### src/rtl/keypad_pkg.sv
// Shared types and helpers for the 4x4 keypad scanner.
// Optional release events are enabled with the RELEASE_EVT_EN macro (see keypad_scanner).
package keypad_pkg;

    localparam int NUM_ROWS = 4;
    localparam int NUM_COLS = 4;
    localparam int NUM_KEYS = NUM_ROWS * NUM_COLS;

    typedef logic [3:0]          key_idx_t;
    typedef logic [1:0]          row_idx_t;
    typedef logic [NUM_KEYS-1:0] key_vec_t;

    function automatic key_idx_t key_index(input int unsigned row, input int unsigned col);
        return key_idx_t'(row * NUM_COLS + col);
    endfunction

    // Lowest set bit wins; returns 0 for an empty vector.
    function automatic key_idx_t lowest_key(input key_vec_t v);
        key_idx_t idx;
        idx = '0;
        for (int i = NUM_KEYS - 1; i >= 0; i--) begin
            if (v[i]) idx = key_idx_t'(i);
        end
        return idx;
    endfunction

    function automatic logic multi_hot(input key_vec_t v);
        return (v & (v - 1'b1)) != '0;
    endfunction

endpackage

### src/rtl/key_debounce.sv
// Per-key debouncer: the state flips after DEBOUNCE consecutive disagreeing samples.
// The state updates only on the key's sample strobe; rise/fall are one-cycle pulses.
module key_debounce #(
    parameter int DEBOUNCE = 4
) (
    input  logic clk,
    input  logic rst_n,
    input  logic sample,
    input  logic raw,
    output logic state,
    output logic rise,
    output logic fall
);

    localparam int            CW       = $clog2(DEBOUNCE + 1);
    localparam logic [CW-1:0] CNT_LAST = CW'(DEBOUNCE - 1);

    logic [CW-1:0] cnt_q, cnt_d;
    logic          state_q, state_d;
    logic          rise_q, rise_d;
    logic          fall_q, fall_d;

    // NOTE: every always_comb output gets a default first so no path can infer a latch.
    always_comb begin
        cnt_d   = cnt_q;
        state_d = state_q;
        rise_d  = 1'b0;
        fall_d  = 1'b0;
        if (sample) begin
            if (raw == state_q) begin
                cnt_d = '0;
            end else if (cnt_q == CNT_LAST) begin
                cnt_d   = '0;
                state_d = ~state_q;
                rise_d  = ~state_q;
                fall_d  = state_q;
            end else begin
                cnt_d = cnt_q + 1'b1;
            end
        end
    end

    // NOTE: state registers use non-blocking assignments; reset is synchronous.
    always_ff @(posedge clk) begin
        if (!rst_n) begin
            cnt_q   <= '0;
            state_q <= 1'b0;
            rise_q  <= 1'b0;
            fall_q  <= 1'b0;
        end else begin
            cnt_q   <= cnt_d;
            state_q <= state_d;
            rise_q  <= rise_d;
            fall_q  <= fall_d;
        end
    end

    assign state = state_q;
    assign rise  = rise_q;
    assign fall  = fall_q;

endmodule

### src/rtl/keypad_scanner.sv
// Row-scanned 4x4 keypad with per-key debounce and a single-entry event register.
// Define RELEASE_EVT_EN to also report debounced releases as events.
module keypad_scanner
    import keypad_pkg::*;
#(
    parameter int SCAN_DIV = 1024,
    parameter int SETTLE   = 16,
    parameter int DEBOUNCE = 4
) (
    input  logic                Clock,
    input  logic                Reset,
    output logic [NUM_ROWS-1:0] Row_Drv,
    input  logic [NUM_COLS-1:0] Col_In,
    output logic [NUM_KEYS-1:0] key_state,
    output logic [NUM_KEYS-1:0] key_press,
    output logic                evt_valid,
    output logic [3:0]          evt_code,
    output logic                evt_release,
    input  logic                evt_ack,
    output logic                evt_overflow
);

    localparam int            DW           = $clog2(SCAN_DIV);
    localparam logic [DW-1:0] DWELL_LAST   = DW'(SCAN_DIV - 1);
    localparam logic [DW-1:0] DWELL_SAMPLE = DW'(SETTLE - 1);

    row_idx_t              row_q, row_d;
    logic [DW-1:0]         dwell_q, dwell_d;
    logic [NUM_ROWS-1:0]   row_drv_q, row_drv_d;
    logic                  sample_strobe;
    key_vec_t              key_fall;

    always_comb begin
        dwell_d = dwell_q + 1'b1;
        row_d   = row_q;
        if (dwell_q == DWELL_LAST) begin
            dwell_d = '0;
            row_d   = row_q + 1'b1;
        end
        row_drv_d = ~(4'b0001 << row_d);
    end

    always_ff @(posedge Clock) begin
        if (!Reset) begin
            row_q     <= '0;
            dwell_q   <= '0;
            row_drv_q <= 4'b1110;
        end else begin
            row_q     <= row_d;
            dwell_q   <= dwell_d;
            row_drv_q <= row_drv_d;
        end
    end

    assign Row_Drv       = row_drv_q;
    assign sample_strobe = (dwell_q == DWELL_SAMPLE);

    for (genvar r = 0; r < NUM_ROWS; r++) begin : g_row
        for (genvar c = 0; c < NUM_COLS; c++) begin : g_col
            localparam key_idx_t K = key_index(r, c);
            key_debounce #(.DEBOUNCE(DEBOUNCE)) u_debounce (
                .clk    (Clock),
                .rst_n  (Reset),
                .sample (sample_strobe && (row_q == row_idx_t'(r))),
                .raw    (~Col_In[c]),
                .state  (key_state[K]),
                .rise   (key_press[K]),
                .fall   (key_fall[K])
            );
        end
    end

    key_vec_t cand_all;
    key_idx_t pick_code;
    logic     pick_rel;

`ifdef RELEASE_EVT_EN
    // Presses take priority over releases raised in the same cycle.
    assign cand_all  = key_press | key_fall;
    assign pick_rel  = ~|key_press;
    assign pick_code = pick_rel ? lowest_key(key_fall) : lowest_key(key_press);
`else
    logic unused_fall;
    assign unused_fall = ^key_fall;
    assign cand_all    = key_press;
    assign pick_rel    = 1'b0;
    assign pick_code   = lowest_key(key_press);
`endif

    logic     evt_valid_q, evt_valid_d;
    key_idx_t evt_code_q, evt_code_d;
    logic     evt_release_q, evt_release_d;
    logic     evt_overflow_q, evt_overflow_d;
    logic     cand_any, evt_load;

    always_comb begin
        evt_valid_d    = evt_valid_q;
        evt_code_d     = evt_code_q;
        evt_release_d  = evt_release_q;
        evt_overflow_d = evt_overflow_q;
        cand_any       = |cand_all;
        evt_load       = cand_any && (!evt_valid_q || evt_ack);
        if (evt_valid_q && evt_ack) evt_valid_d = 1'b0;
        // A load after the pop above lets ack-and-reload happen without a bubble.
        if (evt_load) begin
            evt_valid_d   = 1'b1;
            evt_code_d    = pick_code;
            evt_release_d = pick_rel;
        end
        if (cand_any && (!evt_load || multi_hot(cand_all))) evt_overflow_d = 1'b1;
    end

    always_ff @(posedge Clock) begin
        if (!Reset) begin
            evt_valid_q    <= 1'b0;
            evt_code_q     <= '0;
            evt_release_q  <= 1'b0;
            evt_overflow_q <= 1'b0;
        end else begin
            evt_valid_q    <= evt_valid_d;
            evt_code_q     <= evt_code_d;
            evt_release_q  <= evt_release_d;
            evt_overflow_q <= evt_overflow_d;
        end
    end

    assign evt_valid    = evt_valid_q;
    assign evt_code     = evt_code_q;
    assign evt_release  = evt_release_q;
    assign evt_overflow = evt_overflow_q;

endmodule
### config.mk
export PLATFORM = sky130hd
export DESIGN_NAME = keypad_scanner
export DESIGN_NICKNAME = d
export VERILOG_FILES = /design/src/rtl/keypad_pkg.sv /design/src/rtl/key_debounce.sv /design/src/rtl/keypad_scanner.sv
export SDC_FILE = /design/constraint.sdc
export NUM_CORES = 1
export LEC_CHECK = 0
export CAP_MARGIN = 20
export CORE_MARGIN = 2
export CORE_UTILIZATION = 25
export CTS_BUF_LIST = sky130_fd_sc_hd__clkbuf_8
export DETAILED_ROUTE_END_ITERATION = 10
export MAX_ROUTING_LAYER = met4
export SYNTH_ARGS = -nofsm -noshare
export SYNTH_HDL_FRONTEND = slang
export SYNTH_SLANG_ARGS = --single-unit
### constraint.sdc
create_clock -name Clock -period 2.5 [get_ports Clock]
set_input_delay 0.5 -clock Clock [delete_from_list [all_inputs] [get_ports Clock]]
set_output_delay 0.5 -clock Clock [all_outputs]
set_load 0.005 [all_outputs]
==> results.toml <==
[run_status]
status = "finished clean"

[synthesis]
yosysWarnings = 0
post_synth_instance_area_um2 = 4750
synthDominantCellAreaShare_pct = 43.0
synth_edf_count = 0
synth_cells = 558
synthDominantAreaCellType = "dfxtp_1"
synth_seq_cells = 102
synth_cell_types = 43
async_flop_share_pct = 0
synthFlopType = "dfxtp_1"
syn_nets = 586
synth.top_cells.by_count = "dfxtp_1 (102), nor2_1 (62), a21oi_1 (57)"
syn_area_per_cell_um2 = 8.52
synth_area_leaders = "dfxtp_1 (43%), a21oi_1 (6.0%), buf_4 (6.0%), ha_1 (5.5%), nor2_1 (4.9%)"
synth.yosys.seq_area_share_pct = 43.0
synth.most_common_cell = "dfxtp_1"

[worst_setup_path]
critPathLaunchType = "register"
cp.depth = 6
regToRegSetupSlack_ns = 0.43
crit_family = "simple AND/OR/NAND/NOR gates"
required_ns = 2.77
slowest_stage = "nor4_1"
cp_common_cell = "nor2_1"
cp_max_fo = 7
slowest_delay_ns = 0.73
crit_chain = "nor4_1, nand4_1, o21ai_0, nor2_1, a22oi_1, nor2_1"
crit_end = "evt_code[0]"
critical_path_class = "register to register"
cp_num_buf_inv = 0
r2r-end = "evt_code[0]"
r2r_start = "g_row[0].g_col[3].u_debounce.rise"
cp.arrival_ns = 2.34
reg2regPathDepth = 6
crit_path_end_kind = "register"
startpoint = "g_row[0].g_col[3].u_debounce.rise"

[route]
drt-total-wl_um = 11000
vias = 3830
viasPerCell = 4.70
drt_iter0_drc = 189
ant_nets = 0
post-route-drc-count = 0
routedWlPerCell_um = 13.5
firstDrtPassIters = 5

[layout]
fin_nets = 604
syn_to_final_growth_pct = 15.5
register_area_um2 = 2040
final_area_um2 = 5490
final_core_util_pct = 29.4
multi_input_area_um2 = 2310
fillers = 1997
final_layout_size_suffix_gt1_share_pct = 6.20
num_antenna_cells = 0

[clock_network]
clk_pin_slew_ns = 0.10
root_buffer = "clkbuf_8"
cts_made_buffers = 9
clock_sinks = 102
hold_buffers = 0
h-tree-depth = 3
clk_path_buf_depth = 2
cts_tree = "built"
clock_latency_ns = 0.38
cts_setup_buffers = 0
cts_resized = 0

[timing]
tightest_slew_ns = 0.820
setup_ws_ns = 0.433
fin_crit_sh_pct = 82.7
hold_violations = 0
clock-skew-final_ns = 0.00762
setup_violations = 0
slew_headroom_pct = 44.8
drv_slew = 0
max_freq_ghz = 0.484
fin_setup_tns_ns = 0
rsz0062_at_grt = "false"
period_needed_ns = 2.07

[place]
post-place-ws_ns = 0.418
postPlaceCellArea_um2 = 5280
io_buffer_count = 48
dpl.hpwl_um = 7780
routabilityCongestion = 0.867

[global_route]
antenna_found_initial = 0
grt_overflow = 0
grt_pass1_vias = 3520
grt_first_pass_wirelength_um = 18200
grtUsageTotal_pct = 11.9
grt_max_degree = 26

[die]
die-width_um = 142
die-area_um2 = 20100
std_cell_rows = 50
io_pins = 50
start_util_pct = 25.4
die_h_um = 142
core_area_um2 = 18700

[pwr]
pwr-share-clk_pct = 38.9
pwr-share-comb_pct = 3.4
power_mw = 2.83
p_per_area_nw_per_um2 = 515
power_frac_seq_pct = 57.7
ir_worst_vdd_uv = 246
internal_power_mw = 2.17
switching_share_pct = 23.1
netSwitchingPower_mw = 0.653
power.leakage_nw = 2.06

[run]
maxCapViolations = 0

[hold_path]
hp-class = "register to register"
==> placed cells by master (no fill, tap or decap), types with 9 or more instances in the layout <==
cell type        count
dfxtp_1            102
nor2_1              62
a21oi_1             57
nand2_1             48
clkdlybuf4s50_1     48
nor3_1              22
nor4_1              21
o21ai_0             21
ha_1                21
nand3_1             20
xor2_1              19
and3_1              17
buf_4               16
a311oi_1            13
nand2b_1            12
nor2b_1             12
clkbuf_8            11
inv_1                9
==> sequential cells by signal (all words and copies together), names as in the netlist <==
signal                        flops
evt_code                          4
row_q                             2
g_row.g_col.u_debounce.rise      16
g_row.g_col.u_debounce.cnt_q     48
evt_overflow                      1
dwell_q                          10
g_row.g_col.u_debounce.state     16
Row_Drv                           4
evt_valid                         1
==> tightest hold or removal path: stages, from the launching register on <==
cell	delay (ns)
dfxtp_1	0.32
nand2_1	0.05
a21oi_1	0.03
==> power groups by stage <==
| stage | sequential, mW | clock, mW | combinational (mW) |
|---|---|---|---|
| detailed placement | 1.67 | 0 | 0.0961 |
| global route | 1.63 | 1.20 | 0.105 |
| floorplan | 1.67 | 0 | 0.0588 |
| CTS | 1.63 | 1.14 | 0.0969 |
| finish | 1.63 | 1.10 | 0.0954 |
| global placement | 1.67 | 0 | 0.0963 |
==> cell families after synthesis <==
kind of cell	after synthesis	synth area share, %
and+or+nand+nor	231	24.1
xor gates and xnor gates	25	4.61
adders and majority gates	22	5.74
AOI/OAI and AO/OA	111	14.1
buffers and inverters	66	8.37
DFF	102	43.0
other	1	0.0789
==> through the flow <==
step           std cells  hold slack, ns
5_1_grt              815           0.449
3_5_place_dp         799           0.424
2_1_floorplan        558           0.407
4_1_cts              815           0.438
3_3_place_gp         799           0.414
6_report             815           0.432
==> area by class of cell <==
| class | count | share of cell area (%) |
|---|---|---|
| timing repair buffer | 64 | 10.9 |
| clock buffer | 11 | 2.76 |
| multi-input combinational | 390 | 42.1 |
| sequential | 102 | 37.2 |
| clock inverter | 5 | 1.05 |
| inverter | 9 | 0.615 |
| tap | 234 | 5.33 |
==> worst min path at each step <==
stage | to | slack [ns] | startpoint | cells after the start
floorplan | g_row[0].g_col[1].u_debounce.cnt_q[2] | 0.41 | g_row[0].g_col[1].u_debounce.cnt_q[2] | 2
global placement | g_row[2].g_col[2].u_debounce.cnt_q[2] | 0.41 | g_row[2].g_col[2].u_debounce.cnt_q[2] | 2
finish | g_row[2].g_col[2].u_debounce.cnt_q[2] | 0.43 | g_row[2].g_col[2].u_debounce.cnt_q[2] | 2
detailed placement | g_row[2].g_col[2].u_debounce.cnt_q[2] | 0.42 | g_row[2].g_col[2].u_debounce.cnt_q[2] | 2
CTS | g_row[2].g_col[2].u_debounce.cnt_q[2] | 0.44 | g_row[2].g_col[2].u_debounce.cnt_q[2] | 2
global route | g_row[2].g_col[2].u_debounce.cnt_q[2] | 0.45 | g_row[2].g_col[2].u_debounce.cnt_q[2] | 2
==> layer usage <==
metal | global-route usage, % | part of all wire, % | vias to the layer above
met1 | 15.9 | 50 | 1769
met5 | - | 0 | -
li1 | - | - | 1962
met2 | 17.2 | 43 | 87
met4 | 4.16 | 1.7 | 0
met3 | 3.31 | 5.5 | 12
Note: power is estimated with default switching activity, not from simulation.
==> RTL change: new RTL, same flow settings <==
The parameter `SCAN_DIV` goes from 1024 to 512.
--- a/src/rtl/keypad_scanner.sv
+++ b/src/rtl/keypad_scanner.sv
@@ -4,5 +4,5 @@
     import keypad_pkg::*;
 #(
-    parameter int SCAN_DIV = 1024,
+    parameter int SCAN_DIV = 512,
     parameter int SETTLE   = 16,
     parameter int DEBOUNCE = 4
Function: same outputs for any inputs over 10 cycles, from zero or initial values and one cycle with Reset low; that may be too few to reach the edited logic, so the function may still have changed.
==> RTL change against the original RTL <==
- utilization decreased by 0.22 points
- setup slack got worse by 140 ps
- clock skew decreased by 1.5 ps
- routed wire length increased by 5.3%
- die area increased by 3.2%
- synthesized area increased by 3.3%
- cell area increased by 2.9%
- largest cell class unchanged
- sequential cell count decreased by 1
- critical path depth increased by 1
- critical path type unchanged
- hold slack got worse by 4.1 ps
- power decreased by 1.5%
- first-iteration DRC count increased by 41%
==> RTL change: results (changes against the original RTL) <==
** Pwr
- Areal power density over the cells :: 492.4 nW/µm² (-4.3%)
- Cell leakage power :: 0.001999 µW (-3.0%)
- Maximum ir drop on the vdd rail :: 0.2491 mV (+1.4%)

** Yosys
- The compound-cell area share of the yosys netlist is 14.09% (-0.020 points).
- The portion of netlist area occupied by mux cells is 0.4077% (+0.41 points).
- Synthesized Nets :: 596 (+1.7%)
- The xor/xnor cell area share of the yosys netlist was 3.746% (-0.86 points).
- Yosys cell types :: 47 (+9.3%)
- Mean Syn Cell Area :: 8.659 µm² (+1.7%)

** Placement
- The minimum setup slack after placement was 295.2 ps (-122.4 ps).
- The number of instances in the placed design came to 832 (+4.1%).

** Drt
- TritonRoute pass-1 iters :: 4 (-1)
- The total via count after detailed routing came to 3791 (-1.0%).

** STA
- The worst clock skew came to 6.133 ps (-1.490 ps).
- Final worst-path cycle share :: 88.45% (+5.8 points)

** Worst setup path
- Cells on worst reg2reg path :: 7 (+1)
- Endpoint of the most critical register-to-register path :: g_row[2].g_col[1].u_debounce.cnt_q[0]$_SDFFE_PN0P_
- Crit path largest cell delay :: 590 ps (-140 ps)
- The reg-to-reg setup timing slack came to 290 ps (-140 ps).

** Global route
- The total track usage is 11.99% (+0.11 points).
- Largest net degree at the start of global routing :: 30 (+15%)
- The via count of the first global-routing pass was 3565 (+1.3%).

** Finish
- The relative area of non-clock buffer cells in the final design came to 10.01% (-0.93 points).
- The clock-cell share of area is 3.520% (-0.29 points).
- Final cell count without fillers :: 846 (+3.8%)
- The number of nets in the finished design is 607 (+0.50%).
- The layout cell share with drive strength beyond 1 is 6.885% (+0.69 points).
- Number of clock-tree buffers in the layout :: 12 (+1)
- The multi-input gate count is 397 (+1.8%).
- Fraction of area in multi-input gates :: 44.23% (+2.1 points)

** Status
- The flow ran to the end, and the final reports show no timing, DRC or antenna violations.

** Clock tree
- Sinks on Clock Net :: 101 (-0.98%)
RTL change: worst min-delay path by stage:
stage / slack [ps] / startpoint / cells after the start / endpoint
6_report: 430 / g_row[3].g_col[1].u_debounce.cnt_q[2]$_SDFFE_PN0P_ / 2 / g_row[3].g_col[1].u_debounce.cnt_q[2]$_SDFFE_PN0P_
5_1_grt: 450 / g_row[3].g_col[3].u_debounce.cnt_q[2]$_SDFFE_PN0P_ / 2 / g_row[3].g_col[3].u_debounce.cnt_q[2]$_SDFFE_PN0P_
4_1_cts: 430 / g_row[2].g_col[2].u_debounce.cnt_q[2]$_SDFFE_PN0P_ / 2 / g_row[2].g_col[2].u_debounce.cnt_q[2]$_SDFFE_PN0P_
3_5_place_dp: 420 / g_row[2].g_col[2].u_debounce.cnt_q[2]$_SDFFE_PN0P_ / 2 / g_row[2].g_col[2].u_debounce.cnt_q[2]$_SDFFE_PN0P_
3_3_place_gp: 410 / g_row[0].g_col[2].u_debounce.cnt_q[2]$_SDFFE_PN0P_ / 2 / g_row[0].g_col[2].u_debounce.cnt_q[2]$_SDFFE_PN0P_
2_1_floorplan: 410 / g_row[0].g_col[0].u_debounce.cnt_q[2]$_SDFFE_PN0P_ / 2 / g_row[0].g_col[0].u_debounce.cnt_q[2]$_SDFFE_PN0P_
RTL change: routing by layer:
metal	routed length (µm)	GRT usage (%)	up-vias
met1	5673	16.19	1756
met2	5012	17.94	75
met4	91	2.299	0
met3	766	3.543	6
li1	-	-	1954
met5	0	-	-
RTL change: power by group:
group | leakage [µW] | internal (µW) | switching, µW
Combinational | 0.00108 | 41.6 | 62.2
Clock | 0.000106 | 531 | 534
Sequential | 0.000814 | 1610 | 2.54
RTL change: worst min-delay path, stage by stage, from the launching register on:
cell and delay (ps):
dfxtp_1 320, nand2_1 50, a21oi_1 30
